===== config.mk =====
export PLATFORM = sky130hd
export DESIGN_NAME = write_fifo_ctrl_dpath
export DESIGN_NICKNAME = d
export VERILOG_FILES = /design/src/rtl/write_fifo_ctrl_dpath.sv
export SDC_FILE = /design/constraint.sdc
export NUM_CORES = 1
export LEC_CHECK = 0
export ABC_AREA = 1
export BUFFER_PORTS_ARGS = -buffer_cell sky130_fd_sc_hd__buf_2
export CAP_MARGIN = 20
export CELL_PAD_IN_SITES_DETAIL_PLACEMENT = 0
export CELL_PAD_IN_SITES_GLOBAL_PLACEMENT = 1
export CORE_AREA = 2 2 39 41
export DETAILED_ROUTE_END_ITERATION = 16
export DIE_AREA = 0 0 41 43
export GPL_ROUTABILITY_DRIVEN = 0
export GPL_TIMING_DRIVEN = 0
export PLACE_DENSITY = 0.65
export REMOVE_ABC_BUFFERS = 1
export SLEW_MARGIN = 10
export SYNTH_ARGS = -nofsm -noshare
export SYNTH_HDL_FRONTEND = slang
export SYNTH_SLANG_ARGS = --single-unit
export TNS_END_PERCENT = 50

===== constraint.sdc =====
create_clock -name w_clk_in -period 2.2 [get_ports w_clk_in]
set_input_delay 0.44 -clock w_clk_in [delete_from_list [all_inputs] [get_ports w_clk_in]]
set_output_delay 0.44 -clock w_clk_in [all_outputs]
set_load 0.02 [all_outputs]

===== src/rtl/write_fifo_ctrl_dpath.sv =====
// Write-side pointer and flag datapath for an asynchronous FIFO.
// Tracks the binary write pointer and derives the full flag and memory write
// strobe combinationally from the synchronized read pointer. One slot is kept
// empty to tell full from empty, so usable capacity is 2**ADDR_WIDTH-1.
// Optional build macro: WRITE_FIFO_ALMOST_FULL_EN adds w_almost_full_out.
module write_fifo_ctrl_dpath #(
    parameter int ADDR_WIDTH = 3
) (
    input  logic                  w_clk_in,
    input  logic                  w_reset_in,
    input  logic                  w_request_in,
    input  logic [ADDR_WIDTH-1:0] r_ptr_in,
    output logic                  w_full_out,
    output logic                  w_enable_out,
    output logic [ADDR_WIDTH-1:0] w_addr_out,
    output logic [ADDR_WIDTH-1:0] w_ptr_next_out
`ifdef WRITE_FIFO_ALMOST_FULL_EN
    ,
    output logic                  w_almost_full_out
`endif
);

    logic [ADDR_WIDTH-1:0] w_ptr_q;
    logic [ADDR_WIDTH-1:0] w_ptr_d;
    logic [ADDR_WIDTH-1:0] w_ptr_inc;
    logic                  w_full;
    logic                  w_enable;

    // Flags and next pointer; r_ptr_in feeds the full flag with no register so
    // a read seen this cycle frees a slot for a write in the same cycle.
    always_comb begin
        w_ptr_inc = w_ptr_q + ADDR_WIDTH'(1);
        w_full    = (w_ptr_inc == r_ptr_in);
        w_enable  = w_request_in & ~w_full;
        w_ptr_d   = w_ptr_q;
        if (w_enable) begin
            w_ptr_d = w_ptr_inc;
        end
    end

    // Write pointer register; reset dominates a simultaneous write.
    always_ff @(posedge w_clk_in) begin
        if (w_reset_in) begin
            w_ptr_q <= '0;
        end else begin
            w_ptr_q <= w_ptr_d;
        end
    end

    assign w_addr_out     = w_ptr_q;
    assign w_ptr_next_out = w_ptr_inc;
    assign w_full_out     = w_full;
    assign w_enable_out   = w_enable;

`ifdef WRITE_FIFO_ALMOST_FULL_EN
    logic [ADDR_WIDTH-1:0] w_ptr_inc2;

    // Almost full: one free slot left, or already full.
    always_comb begin
        w_ptr_inc2        = w_ptr_q + ADDR_WIDTH'(2);
        w_almost_full_out = (w_ptr_inc2 == r_ptr_in) | w_full;
    end
`endif

endmodule


After elaboration in Yosys (flattened, before gate mapping). Cells that the tools add are included. W data, S select, Z words.

Bitwise operators: 2. Eq/ne operators: 1. Add/sub/neg operators: 1.

Operator list (number): $add A3 B1 Y3 const B (1); $eq A3 B3 Y1 (1); $and A1 B1 Y1 (1); $not A1 Y1 (1).

Flip-flop bits (word level): 3. Output and inout bits: 8. Input port bits: 6.

Longest topological paths before layout. Gate-level depths: netlist of run 1.

Word-level depth: 4. Mapped depth: 10. Gate-level depth less buffers: 10.

Worst setup path before layout of run 1. No wires, ideal clock.

Kind: register -> output. Start point: reg w_ptr_q[0] (netlist: w_addr_out[0]). End point: out w_enable_out. Path slack: 0.397 ns. Arrival: 1.363 ns. Cell stages (with the launch flop): 9. Required time: 1.760 ns. Cell sequence: dfxtp_1 -> ha_1 -> inv_1 -> nand2_1 -> nand2_1 -> nor2_2 -> nand2_2 -> nand2_4 -> inv_1.

Cells in the longest elaborated chain, start to end: 4.

RTL lines: from (decl) (RTL line 23) `logic [ADDR_WIDTH-1:0] w_ptr_q;`; from (signal assigned) (RTL line 46) `w_ptr_q <= w_ptr_d;`; $add A3 B1 Y3 (RTL line 32) `w_ptr_inc = w_ptr_q + ADDR_WIDTH'(1);`; named net w_ptr_next_out[1] (RTL line 16) `output logic [ADDR_WIDTH-1:0] w_ptr_next_out`; $eq A3 B3 Y1 (RTL line 33) `w_full = (w_ptr_inc == r_ptr_in);`; $not A1 Y1 (RTL line 34) `w_enable = w_request_in & ~w_full;`; $and A1 B1 Y1 (RTL line 34); to (decl) (RTL line 14) `output logic w_enable_out,`.

The timed path passes the listed nets, and every way through them passes these cells.

Worst setup path after layout of run 1.
Start point: reg w_ptr_q[0] (netlist: w_addr_out[0]). End point: out w_enable_out.

Cells in the longest elaborated chain, start to end: 4.

RTL lines (RTL line): $add A3 B1 Y3 (32); $eq A3 B3 Y1 (33); $not A1 Y1 (34); $and A1 B1 Y1 (34).

Every way passes these cells.

==> impl_metrics.tcl, run 1 <==
set metrics [dict create \
    cts.sinks 3 \
    synth_seq_cells 3 \
    post-place-ws_ns 0.4475 \
    drc 0 \
    postSynthCellCount 44 \
    die_x_microns 41 \
    critical_path_buf_inv_count 3 \
    critPathTopFamily "simple AND/OR/NAND/NOR gates" \
    core-area_sq_um 1384 \
    path_clk_slew_ns 0.04 \
    instances_no_fill 77 \
    clockBufferDepth 2 \
    cts_resized 0 \
    path_class "reg -> out" \
    critPathArrivalTime_ns 1.53 \
    syn_area_per_cell_sq_um 5.574 \
    synth.distinct_cells 10 \
    setup_ws_ns 0.2262 \
    end_kind "primary output" \
    numPortBuffers 13 \
    slowest_delay_ns 0.34 \
    hold_start "w_reset_in" \
    grt_remaining_overflow 0 \
    status "finished, final reports clean" \
    largest_register_ffs 3 \
    ant_nets 0 \
    finalHoldViolCount 0 \
    grt_first_pass_wirelength_microns 903 \
    firstDrtPassIters 2 \
    crit_fanout 7 \
    crit_start "w_addr_out[0]$_SDFFE_PP0P_" \
    fin_crit_sh_pct 89.72 \
    finClkSkew_ns 0.001618 \
    drv_cap 0 \
    ys_warn_count 0 \
    cts-root-buf "clkbuf_4" \
    routedWlPerCell_microns 6.740 \
    nNetsFinal 69 \
    maxSlewHeadroom_pct 89.54 \
    drtIter0Drc 2 \
    first_global_vias 235 \
    crit_slowest_cell "ha_1" \
    rows 14 \
    gr-usage-all-layers_pct 8.417 \
    antenna_cells 0 \
    antenna_found_initial 0 \
    cp_cell_sequence "ha_1 > inv_1 > nand2_1 > nand2_1 > nor2_2 > nand2_2 > nand2_4 > inv_1 > buf_2" \
    wl_microns 519 \
    syn-cell-area_sq_um 245.2 \
    cts_tree "built" \
    die_h_microns 43 \
    fin_tns_setup_ns 0 \
    syn_to_final_growth_pct 45.41 \
    ctsHoldBuffers 0 \
    seq_area_sq_um 60.06 \
    worst_pin_slew_ns 0.1566 \
    drive_gt1_share_pct 39.34 \
    cp-start-kind "register" \
    dpl.hpwl_microns 435.1 \
    worstSkewPairLatency_ns 0.23 \
    leakage_nw 0.2348 \
    hp-class "in -> reg" \
    numCtsBuffers 3 \
    cts_setup_buffers 0 \
    power.density_nw_per_um2 772.5 \
    grt_max_degree 8 \
    fin_crit_ns 1.974 \
    initial_core_util_pct 17.72 \
    placedCellCount 73 \
    seq_area_frac_synth_pct 24.49 \
    nFillCells 166 \
    htreeDepth 1 \
    slew_violations 0 \
    vias_per_cell 3.519 \
    setup_viol 0 \
    max_freq_mhz 506.6 \
    ioPinCount 14 \
    rsz0062_at_grt "false" \
    reg2reg_from "w_addr_out[0]$_SDFFE_PP0P_" \
    die-area_sq_um 1763 \
    required_ns 1.76 \
    ir_worst_vdd_v 0.0004297 \
    multi_input_area_sq_um 143.9 \
    via_count 271 \
]
==> worst paths after layout <==
check                                                  end  slack (ns)  cells past startpoint
worst min-delay path            w_addr_out[2]$_SDFFE_PP0P_        0.49                      4
worst max register to register  w_addr_out[2]$_SDFFE_PP0P_        0.83                     10
worst max-delay path                          w_enable_out        0.23                      9
worst min register to register  w_addr_out[1]$_SDFFE_PP0P_        0.54                      4
==> metal layers <==
metal,vias up,wire (microns),global-route usage (%)
met3,0,41,7.853
met2,8,215,8.438
met4,0,0,6.000
li1,159,-,-
met1,104,263,10.54
met5,-,0,0
==> worst reg2reg max path: stages, from the launching register on <==
cell and delay (ns):
dfxtp_1 0.33, ha_1 0.34, inv_1 0.05, nand2_1 0.05, nand2_1 0.06, nor2_2 0.11
nand2_2 0.08, nand2_4 0.09, nand2_1 0.06, nand2_1 0.07, nor2_2 0.03
==> cell usage after synthesis <==
library cell / count / share of area (%)
dfxtp_1: 3 / 24
ha_1: 1 / 5.1
inv_1: 9 / 14
inv_2: 2 / 3.1
nand2_1: 18 / 28
nand2_2: 1 / 2.6
nand2_4: 1 / 4.6
nand3_1: 2 / 4.1
nor2_1: 3 / 4.6
nor2_2: 4 / 10
==> kinds of logic after synthesis <==
group / share of synthesized area (%)
DFF: 24.49
adders and majority gates: 5.101
buffers and inverters: 16.84
and+or+nand+nor: 53.57
==> through the flow <==
stage	util [%]	cell area, sq um	power, W	hold slack, ns
detailed placement	23.87	330.3	0.0001822	0.5437
global route	25.77	356.6	0.0003065	0.4882
global placement	23.87	330.3	0.0001817	0.5403
CTS	25.77	356.6	0.0002851	0.4744
floorplan	-	245.2	0.0001502	0.6146
finish	25.77	356.6	0.0002755	0.4856
==> layout make-up <==
type / instances / area share [%]
Sequential cell: 3 / 16.84
Multi-Input combinational cell: 30 / 40.35
Timing Repair Buffer: 13 / 18.25
Inverter: 11 / 11.58
Clock buffer: 4 / 7.368
Tap cell: 16 / 5.614
==> placed cells by master (no fill, tap or decap), types with 2 or more instances in the layout <==
cell type,Yosys,final
clkbuf_4,0,3
inv_1,9,9
dfxtp_1,3,3
nor2_1,3,3
nand2_1,18,18
nor2_2,4,4
buf_2,0,13
inv_2,2,2
nand3_1,2,2
==> power breakdown <==
part / total, W / internal, W / leakage, nW / switching [W]
clock network: 0.0000961 / 0.0000679 / 0.0150 / 0.0000281
logic: 0.000112 / 0.0000391 / 0.195 / 0.0000725
registers: 0.0000678 / 0.0000615 / 0.0249 / 0.00000631
(Power assumes the default switching activity.)
==> run 2: changes to the inputs <==
--- a/config.mk
+++ b/config.mk
@@ -11,6 +11,7 @@
 export CELL_PAD_IN_SITES_DETAIL_PLACEMENT = 0
 export CELL_PAD_IN_SITES_GLOBAL_PLACEMENT = 1
 export CORE_AREA = 2 2 39 41
+export CTS_BUF_LIST = sky130_fd_sc_hd__clkbuf_16
 export DETAILED_ROUTE_END_ITERATION = 16
 export DIE_AREA = 0 0 41 43
 export GPL_ROUTABILITY_DRIVEN = 0
==> run 2 against run 1 <==
Compared with the run above: count of clock-buffer cells in the layout down 1; register-to-register slack about the same; cell count unchanged; die area unchanged; non-clock buffer count unchanged; global-route usage unchanged; flip-flop and latch count unchanged; utilization up 3.8 points; largest cell class unchanged; combinational power about the same; routed wire length up 3.5%.
==> impl_metrics.tcl, run 2 (synthesis results as in run 1) <==
set metrics [dict create \
    status "finished, final reports clean" \
    maxSlewHeadroom_pct 89.56 \
    crit_end "w_enable_out" \
    vias_per_cell 3.571 \
    cts_tree "built" \
    r2r_end "w_addr_out[2]$_SDFFE_PP0P_" \
    seq_area_sq_um 60.06 \
    fin_tns_setup_ns 0 \
    ioPinCount 14 \
    swShare_pct 27.51 \
    routedWlPerCell_microns 6.974 \
    ant_nets 0 \
    cts_setup_buffers 0 \
    cts.sinks 3 \
    die_h_microns 43 \
    grt_remaining_overflow 0 \
    rsz0062_at_grt "false" \
    required_ns 1.76 \
    largest_register_ffs 3 \
    gr-usage-all-layers_pct 8.417 \
    path_clk_slew_ns 0.03 \
    nNetsFinal 69 \
    end_kind "primary output" \
    first_global_vias 227 \
    syn_to_final_growth_pct 66.84 \
    seqPwrFrac_pct 14.7 \
    drc 0 \
    layout_common_cells "18 x nand2_1, 13 x buf_2, 10 x inv_1, 4 x nor2_2" \
    fin_crit_sh_pct 89.15 \
    ctsHoldBuffers 0 \
    dpl-instance-area_sq_um 330.3 \
    drv_cap 0 \
    crit_fanout 7 \
    finalInstanceArea_sq_um 409.1 \
    rrSetupSlack_ns 0.82 \
    critPathArrivalTime_ns 1.52 \
    crit_start "w_addr_out[0]$_SDFFE_PP0P_" \
    cp-start-kind "register" \
    power_frac_comb_pct 24.2 \
    max_freq_mhz 509.8 \
    power.density_nw_per_um2 1129 \
    numPortBuffers 13 \
    ir_worst_vdd_v 0.0005641 \
    antenna_cells 0 \
    r2r_cells 10 \
    drive_gt1_share_pct 39.34 \
    dpl.hpwl_microns 435.1 \
    cts-root-buf "clkbuf_16" \
    clockBufferDepth 2 \
    htreeDepth 1 \
    slew_violations 0 \
    finClkSkew_ns 0.002964 \
    clkPwrFrac_pct 61.1 \
    rows 14 \
    grt_first_pass_wirelength_microns 897 \
    reg2reg_from "w_addr_out[0]$_SDFFE_PP0P_" \
    drtIter0Drc 3 \
    initial_core_util_pct 17.72 \
    die_x_microns 41 \
    numCtsBuffers 3 \
    core-area_sq_um 1384 \
    fin_crit_ns 1.961 \
    firstDrtPassIters 2 \
    multi_input_area_sq_um 143.9 \
    nFillCells 166 \
    power.switching_w 0.0001271 \
    final_common_cell "nand2_1" \
    worst_pin_slew_ns 0.1564 \
    grt_max_degree 8 \
    via_count 275 \
    worstSkewPairLatency_ns 0.22 \
    leakage_nw 0.2621 \
    wl_microns 537 \
    die-area_sq_um 1763 \
    intPower_w 0.0003349 \
    setup_viol 0 \
    path_class "reg -> out" \
    antenna_found_initial 0 \
    hp-class "in -> reg" \
    finalHoldViolCount 0 \
    cts_resized 0 \
]
==> run 2: cell types whose count changed in the layout (fill, tap and decap cells not counted) <==
| cell | previous run | this run |
|---|---|---|
| clkbuf_1 | 1 | 0 |
| inv_1 | 9 | 10 |
| clkbuf_4 | 3 | 0 |
| clkbuf_16 | 0 | 3 |
==> run 2: layout make-up <==
cell class | instances | share of cell area [%]
multi-input cells | 30 | 35.17
clock buffers | 3 | 18.35
repair buffers | 13 | 15.90
flip-flops and latches | 3 | 14.68
inverters | 11 | 10.09
well taps | 16 | 4.893
clock inverters | 1 | 0.9174
==> run 2: power groups by stage <==
stage                     clock (W)  combinational, W  sequential (W)
after floorplan                   0         0.0000740       0.0000763
after global placement            0          0.000113       0.0000690
after detailed placement          0          0.000113       0.0000689
after CTS                  0.000288          0.000114       0.0000682
after global routing       0.000296          0.000125       0.0000691
final                      0.000282          0.000112       0.0000679
==> run 2: worst min-delay path by stage <==
stage | endpoint | slack, ns | depth (start not counted) | start
floorplan | w_addr_out[1]$_SDFFE_PP0P_ | 0.61 | 4 | w_addr_out[1]$_SDFFE_PP0P_
global placement | w_addr_out[1]$_SDFFE_PP0P_ | 0.54 | 4 | w_addr_out[1]$_SDFFE_PP0P_
detailed placement | w_addr_out[1]$_SDFFE_PP0P_ | 0.54 | 4 | w_addr_out[1]$_SDFFE_PP0P_
CTS | w_addr_out[2]$_SDFFE_PP0P_ | 0.49 | 4 | w_reset_in
global route | w_addr_out[2]$_SDFFE_PP0P_ | 0.52 | 4 | w_reset_in
finish | w_addr_out[2]$_SDFFE_PP0P_ | 0.50 | 4 | w_reset_in
==> run 2: critical path: stages, from the launching register on <==
cell	delay (ns)
dfxtp_1	0.33
ha_1	0.34
inv_1	0.05
nand2_1	0.05
nand2_1	0.06
nor2_2	0.11
nand2_2	0.08
nand2_4	0.09
inv_1	0.04
buf_2	0.15
==> run 2: stage by stage <==
stage / instances / setup slack [ns] / utilization (%) / power, W / hold slack [ns]
4_1_cts: 77 / 0.2125 / 29.57 / 0.0004700 / 0.4934
3_5_place_dp: 73 / 0.4475 / 23.87 / 0.0001822 / 0.5437
3_3_place_gp: 73 / 0.4595 / 23.87 / 0.0001817 / 0.5403
5_1_grt: 77 / 0.1050 / 29.57 / 0.0004904 / 0.5159
6_report: 77 / 0.2386 / 29.57 / 0.0004620 / 0.4968
2_1_floorplan: 44 / 0.3967 / - / 0.0001502 / 0.6146
==> run 2: per-layer routing <==
| layer | vias to the layer above | part of all wire (%) | GRT usage, % |
|---|---|---|---|
| met2 | 10 | 39 | 8.438 |
| met4 | 0 | 2.2 | 6.000 |
| met3 | 2 | 9.9 | 7.853 |
| met1 | 103 | 49 | 10.54 |
| li1 | 160 | - | - |
| met5 | - | 0 | 0 |
==> run 3: changes to the inputs <==
--- a/config.mk
+++ b/config.mk
@@ -5,7 +5,6 @@
 export SDC_FILE = /design/constraint.sdc
 export NUM_CORES = 1
 export LEC_CHECK = 0
-export ABC_AREA = 1
 export BUFFER_PORTS_ARGS = -buffer_cell sky130_fd_sc_hd__buf_2
 export CAP_MARGIN = 20
 export CELL_PAD_IN_SITES_DETAIL_PLACEMENT = 0
@@ -16,7 +15,7 @@
 export DIE_AREA = 0 0 41 43
 export GPL_ROUTABILITY_DRIVEN = 0
 export GPL_TIMING_DRIVEN = 0
-export PLACE_DENSITY = 0.65
+export PLACE_DENSITY = 0.6
 export REMOVE_ABC_BUFFERS = 1
 export SLEW_MARGIN = 10
 export SYNTH_ARGS = -nofsm -noshare
==> run 3 against run 2 <==
Compared with the run above: hold slack got worse by 0.061 ns; synthesized cell count fell by 45%; cell count fell by 26%; synthesized area rose by 5.1%; first-iteration DRC count fell by 33%; routed wire length rose by 10%; via count fell by 13%; count of clock-buffer cells in the layout did not move; largest power group unchanged; highest routed layer is now met3.
==> impl_metrics.tcl, run 3 <==
set metrics [dict create \
    intPower_w 0.0003483 \
    post-route-util_pct 30.47 \
    hp-class "in -> reg" \
    drc 0 \
    rows 14 \
    die-area_sq_um 1763 \
    slew_violations 0 \
    layout_common_cells "13 x buf_2, 5 x inv_1, 3 x clkbuf_16, 3 x dfxtp_1" \
    leakage_nw 0.2193 \
    drv_cap 0 \
    core-area_sq_um 1384 \
    worst_pin_slew_ns 0.4092 \
    fin_crit_sh_pct 93.89 \
    hold_ws_ns 0.4357 \
    finClkSkew_ns 0.003616 \
    die_h_microns 43 \
    path_class "reg -> out" \
    grt_first_pass_wirelength_microns 938 \
    worstSkewPairLatency_ns 0.23 \
    grt_remaining_overflow 0 \
    power.switching_w 0.0001290 \
    synth_edf_count 0 \
    numPortBuffers 13 \
    nNetsFinal 49 \
    antenna_cells 0 \
    routedWlPerCell_microns 10.40 \
    swShare_pct 27.04 \
    syn_area_per_cell_sq_um 10.74 \
    synthFlopType "dfxtp_1" \
    synth_seq_cells 3 \
    grt_max_degree 6 \
    ant_nets 0 \
    maxSlewHeadroom_pct 72.63 \
    wl_microns 593 \
    required_ns 1.76 \
    ir_worst_vdd_v 0.0006358 \
    cts_tree "built" \
    crit_fanout 5 \
    rsz0062_at_grt "false" \
    dpl.hpwl_microns 445.6 \
    placedCellCount 53 \
    fin_tns_setup_ns 0 \
    final_common_cell "buf_2" \
    status "finished, final reports clean" \
    largest_register_ffs 3 \
    cp-start-kind "register" \
    ctsHoldBuffers 0 \
    cts_setup_buffers 0 \
    seq_area_frac_synth_pct 23.30 \
    synth_top_area_cell "dfxtp_1" \
    end_kind "primary output" \
    fin_crit_ns 2.066 \
    ioPinCount 14 \
    setup_viol 0 \
    synth.distinct_cells 16 \
    path_clk_slew_ns 0.03 \
    synthArstFlopShare_pct 0 \
    seqPwrFrac_pct 14.1 \
    cts.sinks 3 \
    synth_top_area_share_pct 23.30 \
    drtIter0Drc 2 \
    power.density_nw_per_um2 1132 \
    power_frac_comb_pct 26.1 \
    htreeDepth 1 \
    yosys-top-cells-count "4 x inv_1, 3 x dfxtp_1, 2 x nand2b_1, 2 x nor2_1, 2 x xor2_1" \
    instances_no_fill 57 \
    antenna_found_initial 0 \
    via_count 239 \
    critPathArrivalTime_ns 1.63 \
    vias_per_cell 4.193 \
    syn-cell-area_sq_um 257.7 \
    cts-root-buf "clkbuf_16" \
    clkPwrFrac_pct 59.8 \
    synth.area.top_cells "dfxtp_1 23%, xnor2_4 11%, xnor3_1 8.7%" \
    drive_gt1_share_pct 51.22 \
    initial_core_util_pct 18.63 \
    first_global_vias 225 \
    syn_to_final_growth_pct 63.59 \
    gr-usage-all-layers_pct 9.036 \
    yosys.cell_count.top_type "inv_1" \
    max_freq_mhz 484.1 \
    postSynthCellCount 24 \
    numCtsBuffers 3 \
    finalHoldViolCount 0 \
    firstDrtPassIters 2 \
    die_x_microns 41 \
    ys_warn_count 0 \
    cts_resized 0 \
    clockBufferDepth 2 \
]
run 3: kinds of logic after synthesis:
kind of cell | count (synthesis) | share of synthesized area [%]
multiplexers | 2 | 9.707
flip-flops | 3 | 23.30
XOR/XNOR | 4 | 26.22
buffers and inverters | 4 | 5.824
AO/OA/AOI/OAI | 4 | 17.96
AND/OR/NAND/NOR | 6 | 12.14
adder cells (fa/ha/maj) | 1 | 4.854
run 3: final timing paths:
path / cells past startpoint / slack, ns / to / startpoint
max: 4 / 0.13 / w_enable_out / w_addr_out[0]$_SDFFE_PP0P_
min: 2 / 0.44 / w_addr_out[2]$_SDFFE_PP0P_ / w_reset_in
max reg2reg: 4 / 0.57 / w_addr_out[0]$_SDFFE_PP0P_ / w_addr_out[0]$_SDFFE_PP0P_
min reg2reg: 2 / 0.49 / w_addr_out[1]$_SDFFE_PP0P_ / w_addr_out[1]$_SDFFE_PP0P_
run 3: area by class of cell:
type	count	area (sq um)
well taps	16	20.02
fillers	147	962.2
inverters	4	15.01
repair buffers	13	65.06
multi-input cells	17	182.7
clock inverters	1	3.754
flip-flops and latches	3	60.06
clock buffers	3	75.07
run 3: worst max-delay path, cell delays in order, from the launching register on:
cell	delay (ns)
dfxtp_1	0.35
ha_1	0.41
xnor2_4	0.20
a31oi_4	0.24
buf_2	0.20
run 3: power by group through the flow:
stage | Sequential [W] | Clock (W) | Combinational (W)
after floorplan | 0.0000734 | 0 | 0.0000868
after detailed placement | 0.0000681 | 0 | 0.000126
final | 0.0000673 | 0.000285 | 0.000125
after global placement | 0.0000682 | 0 | 0.000125
after CTS | 0.0000676 | 0.000295 | 0.000127
after global routing | 0.0000686 | 0.000299 | 0.000133
run 3: per-stage QoR:
stage,area [sq um],power [W],worst slack (ns)
3_3_place_gp,342.8,0.0001932,0.3624
3_5_place_dp,342.8,0.0001944,0.3554
6_report,421.7,0.0004773,0.1345
2_1_floorplan,257.7,0.0001602,0.3278
4_1_cts,421.7,0.0004895,0.1102
5_1_grt,421.7,0.0005009,0.07139
run 3: routing by layer:
layer | global-route usage, % | up-vias | part of all wire, %
li1 | - | 115 | -
met1 | 7.717 | 107 | 41
met2 | 12.19 | 17 | 44
met3 | 9.424 | 0 | 15
met4 | 6.000 | 0 | 0
met5 | 0 | - | 0
